### config.mk
export PLATFORM = sky130hd
export DESIGN_NAME = hvac_ctrl
export DESIGN_NICKNAME = d
export VERILOG_FILES = /design/src/rtl/hvac_pkg.sv /design/src/rtl/hvac_demand.sv /design/src/rtl/hvac_ctrl.sv
export SDC_FILE = /design/constraint.sdc
export NUM_CORES = 1
export LEC_CHECK = 0
export CELL_PAD_IN_SITES_DETAIL_PLACEMENT = 1
export CELL_PAD_IN_SITES_GLOBAL_PLACEMENT = 2
export CORE_MARGIN = 2
export CORE_UTILIZATION = 31
export CTS_CLUSTER_SIZE = 40
export DETAILED_ROUTE_END_ITERATION = 12
export GPL_TIMING_DRIVEN = 0
export PLACE_DENSITY = 0.81
export SLEW_MARGIN = 30
export SYNTH_ARGS = -nofsm -noshare
export SYNTH_HDL_FRONTEND = slang
export SYNTH_SLANG_ARGS = --single-unit
### constraint.sdc
create_clock -name clk -period 2.5 [get_ports clk]
set_input_delay 0.25 -clock clk [delete_from_list [all_inputs] [get_ports clk]]
set_output_delay 0.25 -clock clk [all_outputs]
set_load 0.1 [all_outputs]
### src/rtl/hvac_pkg.sv
// hvac_pkg: shared state encoding and demand type for the HVAC controller.
package hvac_pkg;

  // Controller states, fixed 2-bit encoding exposed on the mode output
  typedef logic [1:0] state_t;
  localparam state_t ST_IDLE  = 2'd0;
  localparam state_t ST_HEAT  = 2'd1;
  localparam state_t ST_COOL  = 2'd2;
  localparam state_t ST_COAST = 2'd3;

  // Demand direction reported by the classifier
  typedef enum logic [1:0] {
    DIR_NONE = 2'd0,
    DIR_HEAT = 2'd1,
    DIR_COOL = 2'd2
  } dir_e;

  // Demand: direction plus level 1..3 (level is 0 when direction is NONE)
  typedef struct packed {
    dir_e       dir;
    logic [1:0] lvl;
  } demand_t;

  // One fan step from cur toward tgt; caller guarantees cur != tgt
  function automatic logic [1:0] step_toward(input logic [1:0] cur,
                                             input logic [1:0] tgt);
    return (tgt > cur) ? cur + 2'd1 : cur - 2'd1;
  endfunction

endpackage

### src/rtl/hvac_demand.sv
// hvac_demand: combinational classifier from the sampled temperature
// difference (and current state) to a heat/cool demand with level 1..3.
// Optional feature macro: HVAC_HYST_EN widens the exit threshold of
// HEAT/COOL by HYST; entry thresholds and levels are unaffected.
module hvac_demand
  import hvac_pkg::*;
#(
  parameter int TW   = 8,
  parameter int T1   = 2,
  parameter int T2   = 5,
  parameter int T3   = 9,
  parameter int HYST = 2
) (
  input  logic signed [TW:0] diff,
  input  logic [1:0]         state,
  output demand_t            dmd
);

`ifdef HVAC_HYST_EN
  localparam int HYST_EFF = HYST;
`else
  // Hysteresis disabled in this build: exit thresholds equal entry ones
  localparam int HYST_EFF = 0 * HYST;
`endif

  // Thresholds at the width of diff so comparisons stay signed and width-matched
  localparam logic signed [TW:0] P_T1      = (TW+1)'(T1);
  localparam logic signed [TW:0] P_T2      = (TW+1)'(T2);
  localparam logic signed [TW:0] P_T3      = (TW+1)'(T3);
  localparam logic signed [TW:0] N_T1      = (TW+1)'(-T1);
  localparam logic signed [TW:0] N_T2      = (TW+1)'(-T2);
  localparam logic signed [TW:0] N_T3      = (TW+1)'(-T3);
  localparam logic signed [TW:0] HEAT_EXIT = (TW+1)'(HYST_EFF - T1);
  localparam logic signed [TW:0] COOL_EXIT = (TW+1)'(T1 - HYST_EFF);

  logic signed [TW:0] heat_lim;
  logic signed [TW:0] cool_lim;

  // Pick the active band edges: the state being held gets the wider band
  always_comb begin
    heat_lim = N_T1;
    cool_lim = P_T1;
    if (state == ST_HEAT) heat_lim = HEAT_EXIT;
    if (state == ST_COOL) cool_lim = COOL_EXIT;
  end

  // Classify; heat is tested first so an overlapping band resolves to heat
  always_comb begin
    dmd = '{dir: DIR_NONE, lvl: 2'd0};
    if (diff < heat_lim) begin
      dmd.dir = DIR_HEAT;
      if (diff < N_T3)      dmd.lvl = 2'd3;
      else if (diff < N_T2) dmd.lvl = 2'd2;
      else                  dmd.lvl = 2'd1;
    end else if (diff > cool_lim) begin
      dmd.dir = DIR_COOL;
      if (diff > P_T3)      dmd.lvl = 2'd3;
      else if (diff > P_T2) dmd.lvl = 2'd2;
      else                  dmd.lvl = 2'd1;
    end
  end

endmodule

### src/rtl/hvac_ctrl.sv
// hvac_ctrl: clocked HVAC controller. Samples desired/actual temperature on
// valid, classifies the difference, runs an IDLE/HEAT/COOL/COAST state
// machine with minimum dwell per state, and ramps fan speed one step per
// RAMP_DIV cycles. Optional feature macro: HVAC_HYST_EN (see hvac_demand).
module hvac_ctrl
  import hvac_pkg::*;
#(
  parameter int TW        = 8,
  parameter int T1        = 2,
  parameter int T2        = 5,
  parameter int T3        = 9,
  parameter int HYST      = 2,
  parameter int MIN_DWELL = 16,
  parameter int RAMP_DIV  = 4
) (
  input  logic          clk,
  input  logic          rst,
  input  logic          valid,
  input  logic [TW-1:0] dtemp,
  input  logic [TW-1:0] atemp,
  output logic [1:0]    speed,
  output logic          heat,
  output logic          cool,
  output logic          idle,
  output logic [1:0]    mode
);

  localparam int DW = $clog2(MIN_DWELL + 1);
  localparam int RW = (RAMP_DIV > 1) ? $clog2(RAMP_DIV) : 1;
  localparam logic [DW-1:0] DWELL_MAX = DW'(MIN_DWELL);
  localparam logic [RW-1:0] RAMP_LAST = RW'(RAMP_DIV - 1);

  logic signed [TW:0] diff_now;
  logic signed [TW:0] diff_q;
  demand_t            dmd;
  state_t             state;
  state_t             nstate;
  logic [DW-1:0]      dwell;
  logic               dwell_ok;
  logic [RW-1:0]      ramp_cnt;
  logic [1:0]         target;

  // Sign-extend by one bit before subtracting so extremes never wrap
  assign diff_now = $signed({atemp[TW-1], atemp}) - $signed({dtemp[TW-1], dtemp});

  // Sample register: demand stays frozen at the last valid sample
  always_ff @(posedge clk) begin
    if (rst)        diff_q <= '0;
    else if (valid) diff_q <= diff_now;
  end

  hvac_demand #(
    .TW(TW), .T1(T1), .T2(T2), .T3(T3), .HYST(HYST)
  ) u_demand (
    .diff  (diff_q),
    .state (state),
    .dmd   (dmd)
  );

  assign dwell_ok = (dwell == DWELL_MAX);

  // Next-state: every exit waits for dwell; HEAT and COOL only leave via COAST
  always_comb begin
    nstate = state;
    case (state)
      ST_IDLE: begin
        if (dwell_ok) begin
          if (dmd.dir == DIR_HEAT)      nstate = ST_HEAT;
          else if (dmd.dir == DIR_COOL) nstate = ST_COOL;
        end
      end
      ST_HEAT:  if (dwell_ok && dmd.dir != DIR_HEAT) nstate = ST_COAST;
      ST_COOL:  if (dwell_ok && dmd.dir != DIR_COOL) nstate = ST_COAST;
      ST_COAST: if (dwell_ok && speed == 2'd0)       nstate = ST_IDLE;
      default:  nstate = ST_IDLE;
    endcase
  end

  // Fan target: only a demand matching the active mode drives the fan
  always_comb begin
    target = 2'd0;
    if (state == ST_HEAT && dmd.dir == DIR_HEAT) target = dmd.lvl;
    if (state == ST_COOL && dmd.dir == DIR_COOL) target = dmd.lvl;
  end

  // State, dwell counter and registered mode indicators
  always_ff @(posedge clk) begin
    if (rst) begin
      state <= ST_IDLE;
      dwell <= '0;
      heat  <= 1'b0;
      cool  <= 1'b0;
      idle  <= 1'b1;
    end else begin
      state <= nstate;
      if (nstate != state) dwell <= '0;
      else if (!dwell_ok)  dwell <= dwell + DW'(1);
      heat  <= (nstate == ST_HEAT);
      cool  <= (nstate == ST_COOL);
      idle  <= (nstate == ST_IDLE);
    end
  end

  // Fan ramp: one step per RAMP_DIV cycles; a target change mid-ramp keeps the count
  always_ff @(posedge clk) begin
    if (rst) begin
      speed    <= 2'd0;
      ramp_cnt <= '0;
    end else if (speed == target) begin
      ramp_cnt <= '0;
    end else if (ramp_cnt == RAMP_LAST) begin
      speed    <= step_toward(speed, target);
      ramp_cnt <= '0;
    end else begin
      ramp_cnt <= ramp_cnt + RW'(1);
    end
  end

  assign mode = state;

endmodule

==> results list <==
* Vias per cell: around 5
- Count of unique library cells instantiated by Yosys: slightly above 50
- Of the cells placed in the final design, the portion with a size suffix greater than 1 is 0.1644.
* Worst setup path category: register to register
* Required time at the endpoint of the critical path: about 2.6 ns
- Clock group share of total power: 0.267
- P_leak: around 0.00077 µW
- Share of Yosys cell area claimed by the top area cell type: 0.2930
- Critical path's largest stage delay: between 0.3 and 0.4 ns
* Overall via count from detail_route: 1,457
* Cell total after placement: about 280
* Number of H-tree levels: 1
* Net load switching power: 264.8 µW
* Status: finished clean
- Of all flip-flops after synthesis, the portion carrying an async set or reset was 0.
- In this run the critical register-to-register path is launched from diff_q[4]$_SDFFE_PP0P_.
* Final critical-path share of the clock period: 0.9462
- The longest clock path from root to sink contains 2 buffers.
* Post-Syn Area per Cell: between 8 and 9 µm²
* Power Total: around 880 µW
- The share of the Yosys chip area taken by registers is 0.2930.
- By instance count, the leading cell after synthesis is sky130_fd_sc_hd__dfxtp_1.
- The die is roughly 75 µm tall.
- TritonCTS built the clock tree.
- Leaving out filler cells and counting taps, the final layout contains ~290.
- The count of nets left with antenna violations once routing finished came out at 0.
- The later pin in the worst-skew pair is clocked with a latency of between 0.2 and 0.3 ns.
* Post-route setup slack: approximately 0.13 ns
- In this run the tightest slew margin relative to its limit is 0.3540.
- Number of maximum-capacitance constraint violations: 0
- HP Class: primary input to register
- Summed over all failing endpoints, the final setup total negative slack is 0 ns.
* Post-synthesis cell area: 1572 µm²
* Syn. warnings: 0
- The tree is rooted in a sky130_fd_sc_hd__clkbuf_8.
- From left edge to right edge, the die measures between 70 and 80 µm.
- Before CTS, the worst setup slack after placement is 0.01988 ns.
- The first global-routing pass estimated 6189 µm of wire.
- Final HPWL from detailed placement: ~3000 µm
- Final count of pins violating max slew: 0
* Power per cell area: ~440 nW/µm²
- Counting flops and latches in the post-synthesis netlist gives 23.
- Count of TritonRoute iterations in the first routing pass: 5
- The worst path in the final design needs a cycle of approximately 2.4 ns, including I/O delays and setup.
- Maximum number of pins on one net before global-route repair: 14
* Synthesized netlist cell count: 185
* Most frequent cells after synthesis: sky130_fd_sc_hd__dfxtp_1, sky130_fd_sc_hd__inv_1, sky130_fd_sc_hd__nand2_1, sky130_fd_sc_hd__ha_1, sky130_fd_sc_hd__nor2_1
* Multi-input gate area: between 1000 and 1500 µm²
- After clock tree synthesis, the flow added hold-fix buffers numbering 0.
* Critical register-to-register path endpoint: speed[1]$_SDFFE_PP0P_
- For the pin with the worst max-slew slack, the measured transition is approximately 0.97 ns.
- Final RePlAce weighted congestion: roughly 0.78
- Port-buffer cells: 24
- Area of the core region: around 4800 µm²
- Data on the critical path arrives at its endpoint at ~2.5 ns.
- The via count of the first global-routing pass came to 1,415.
- The clock arrives with ~0.0058 ns of skew.
- Critical Path Sink Type: register
* Number of synthesized flops with an enable pin: 0
- Overflow left after global routing: 0
- The number of hold-slack violations in the final timing report is 0.
- Number of top-level design ports: 26
* Initial core utilization: 0.3262
- Internal power: around 620 µW
- Largest area contributor in the synthesized netlist: sky130_fd_sc_hd__dfxtp_1
- Type of origin of the critical path: register
- Timing would allow up to 0.4227 GHz.
- DIE AREA: ~5700 µm²
- Hold Crit Start: valid
* Antenna violations before repair: 0
* Hold Path Depth: 2
- Across the whole layout, storage elements account for 467.9 µm².
* Capture endpoint of the worst hold path: diff_q[1]$_SDFFE_PP0P_
* Number of buffers added by the clock tree synthesis step: 3
- The share of total power dissipated in sequential elements is 0.467.
- For this run, the total global-route usage over all layers was measured as 0.1401.
- Switching share of power: 0.3002
* FF-to-FF path depth: 11
* Crit path cell chain: nand4_1, o21ai_2, nor3_1, a31oi_2, a211oi_1, ha_1, nor2b_1, o21a_1, o21ai_1, xnor2_1, nor2_1
- Among all flip-flop cells after synthesis, the most frequent one is sky130_fd_sc_hd__dfxtp_1.
- After detailed routing, the average wire length per cell comes to between 10 and 15 µm.
- Clock slew seen by the registers of the worst setup and hold paths: around 0.09 ns
- Inserted Diodes: 0
- The worst-case IR drop observed on VDD is approximately 0.18 mV.
- The number of nets in the synthesized netlist is 218.
- At the end of the flow, the number of nets in the layout was 253.
* Starting DRC count in detailed routing: 58
- Worst path slowest cell: sky130_fd_sc_hd__dfxtp_1
* Number of clock sinks: 23
- Setup violations remaining at the end of the flow were counted as 0.
* Std cell rows: 25
- Crit-path max FO: 4
* # fillers: between 500 and 600
- Setup slack on the worst flop-to-flop path: approximately 0.13 ns
- Layout overhead on the synthesized area: 27.31%
- The share of total power dissipated in combinational logic is 0.265.
- Residual DRC: 0
- Summed over all layers, the routed wires come to ~3800 µm.
- By area the synthesized netlist is led by sky130_fd_sc_hd__dfxtp_1, sky130_fd_sc_hd__ha_1, sky130_fd_sc_hd__inv_1.
critical path: cells and delay by family, from the launching register on:
kind | cells | cell delay, ns
AOI/OAI and AO/OA | 5 | 0.83
and+or+nand+nor | 4 | 0.59
DFF | 1 | 0.35
adders and majority gates | 1 | 0.31
xor gates and xnor gates | 1 | 0.14
area by class of cell:
type	instances	share of cell area
clock buffers	3	0.02064
inverters	20	0.03752
multi-input cells	136	0.5066
repair buffers	30	0.1426
plain buffers	6	0.01438
clock inverters	1	0.002502
flip-flops and latches	23	0.2339
well taps	67	0.04190
cells by family after synthesis:
group	Yosys count	share of synthesized area
compound gates	48	0.2428
xor+xnor	6	0.03344
fa+ha+maj	14	0.1162
buf+inv	26	0.06608
flops	23	0.2930
mux	2	0.02150
simple gates	66	0.2269
flip-flops by register name, summed over array words and instances, names as in the netlist:
register  flops
idle          1
heat          1
mode          2
dwell         5
speed         2
ramp_cnt      2
cool          1
diff_q        9
metrics by stage:
| stage | instance area, µm² | utilization | hold slack, ns |
|---|---|---|---|
| global route | 2001 | 0.4153 | 0.3352 |
| CTS | 1944 | 0.4036 | 0.3106 |
| detailed placement | 1898 | 0.3940 | 0.4293 |
| floorplan | 1574 | - | 0.4056 |
| global placement | 1898 | 0.3940 | 0.4162 |
| finish | 2001 | 0.4153 | 0.3080 |
timing repair:
action / CTS / global route
setup buffers: 0 / 6
pin swaps: 0 / 4
hold endpoints to repair: 0 / 0
setup endpoints to repair: 1 / 1
gates resized for setup: 1 / 6
power by group through the flow:
stage	combinational (µW)	clock (µW)	sequential, µW
5_1_grt	262	257	415
6_report	234	236	412
3_5_place_dp	209	0	420
4_1_cts	210	244	411
3_3_place_gp	202	0	417
2_1_floorplan	147	0	413
cell usage in the layout (no fill, tap or decap), drive strengths merged, types with 3 or more instances in the layout:
cell type / count
a21oi: 12
clkbuf: 6
a31oi: 4
nor3: 9
nand2: 14
buf: 9
and3: 3
ha: 13
nor2: 12
o31ai: 3
dfxtp: 23
nor4: 3
o21a: 4
xnor2: 4
inv: 20
nor2b: 5
nand3: 10
a211oi: 5
clkdlybuf4s50: 24
o21ai: 7
worst max path at each step:
stage,start,to,depth (start not counted)
5_1_grt,diff_q[6]$_SDFFE_PP0P_,speed[1]$_SDFFE_PP0P_,11
3_3_place_gp,diff_q[0]$_SDFFE_PP0P_,speed[1]$_SDFFE_PP0P_,10
4_1_cts,diff_q[5]$_SDFFE_PP0P_,speed[1]$_SDFFE_PP0P_,11
2_1_floorplan,mode[0]$_SDFF_PP0_,speed[1]$_SDFFE_PP0P_,10
3_5_place_dp,diff_q[6]$_SDFFE_PP0P_,speed[1]$_SDFFE_PP0P_,11
6_report,diff_q[4]$_SDFFE_PP0P_,speed[1]$_SDFFE_PP0P_,11
routing by layer:
layer | up-vias | track usage | share of wire
met5 | - | 0 | 0
met4 | 0 | 0.02924 | 0.0060
met3 | 2 | 0.01205 | 0.040
met2 | 36 | 0.2700 | 0.53
met1 | 688 | 0.1680 | 0.43
li1 | 731 | - | -
Note: power is estimated with default switching activity, not from simulation.
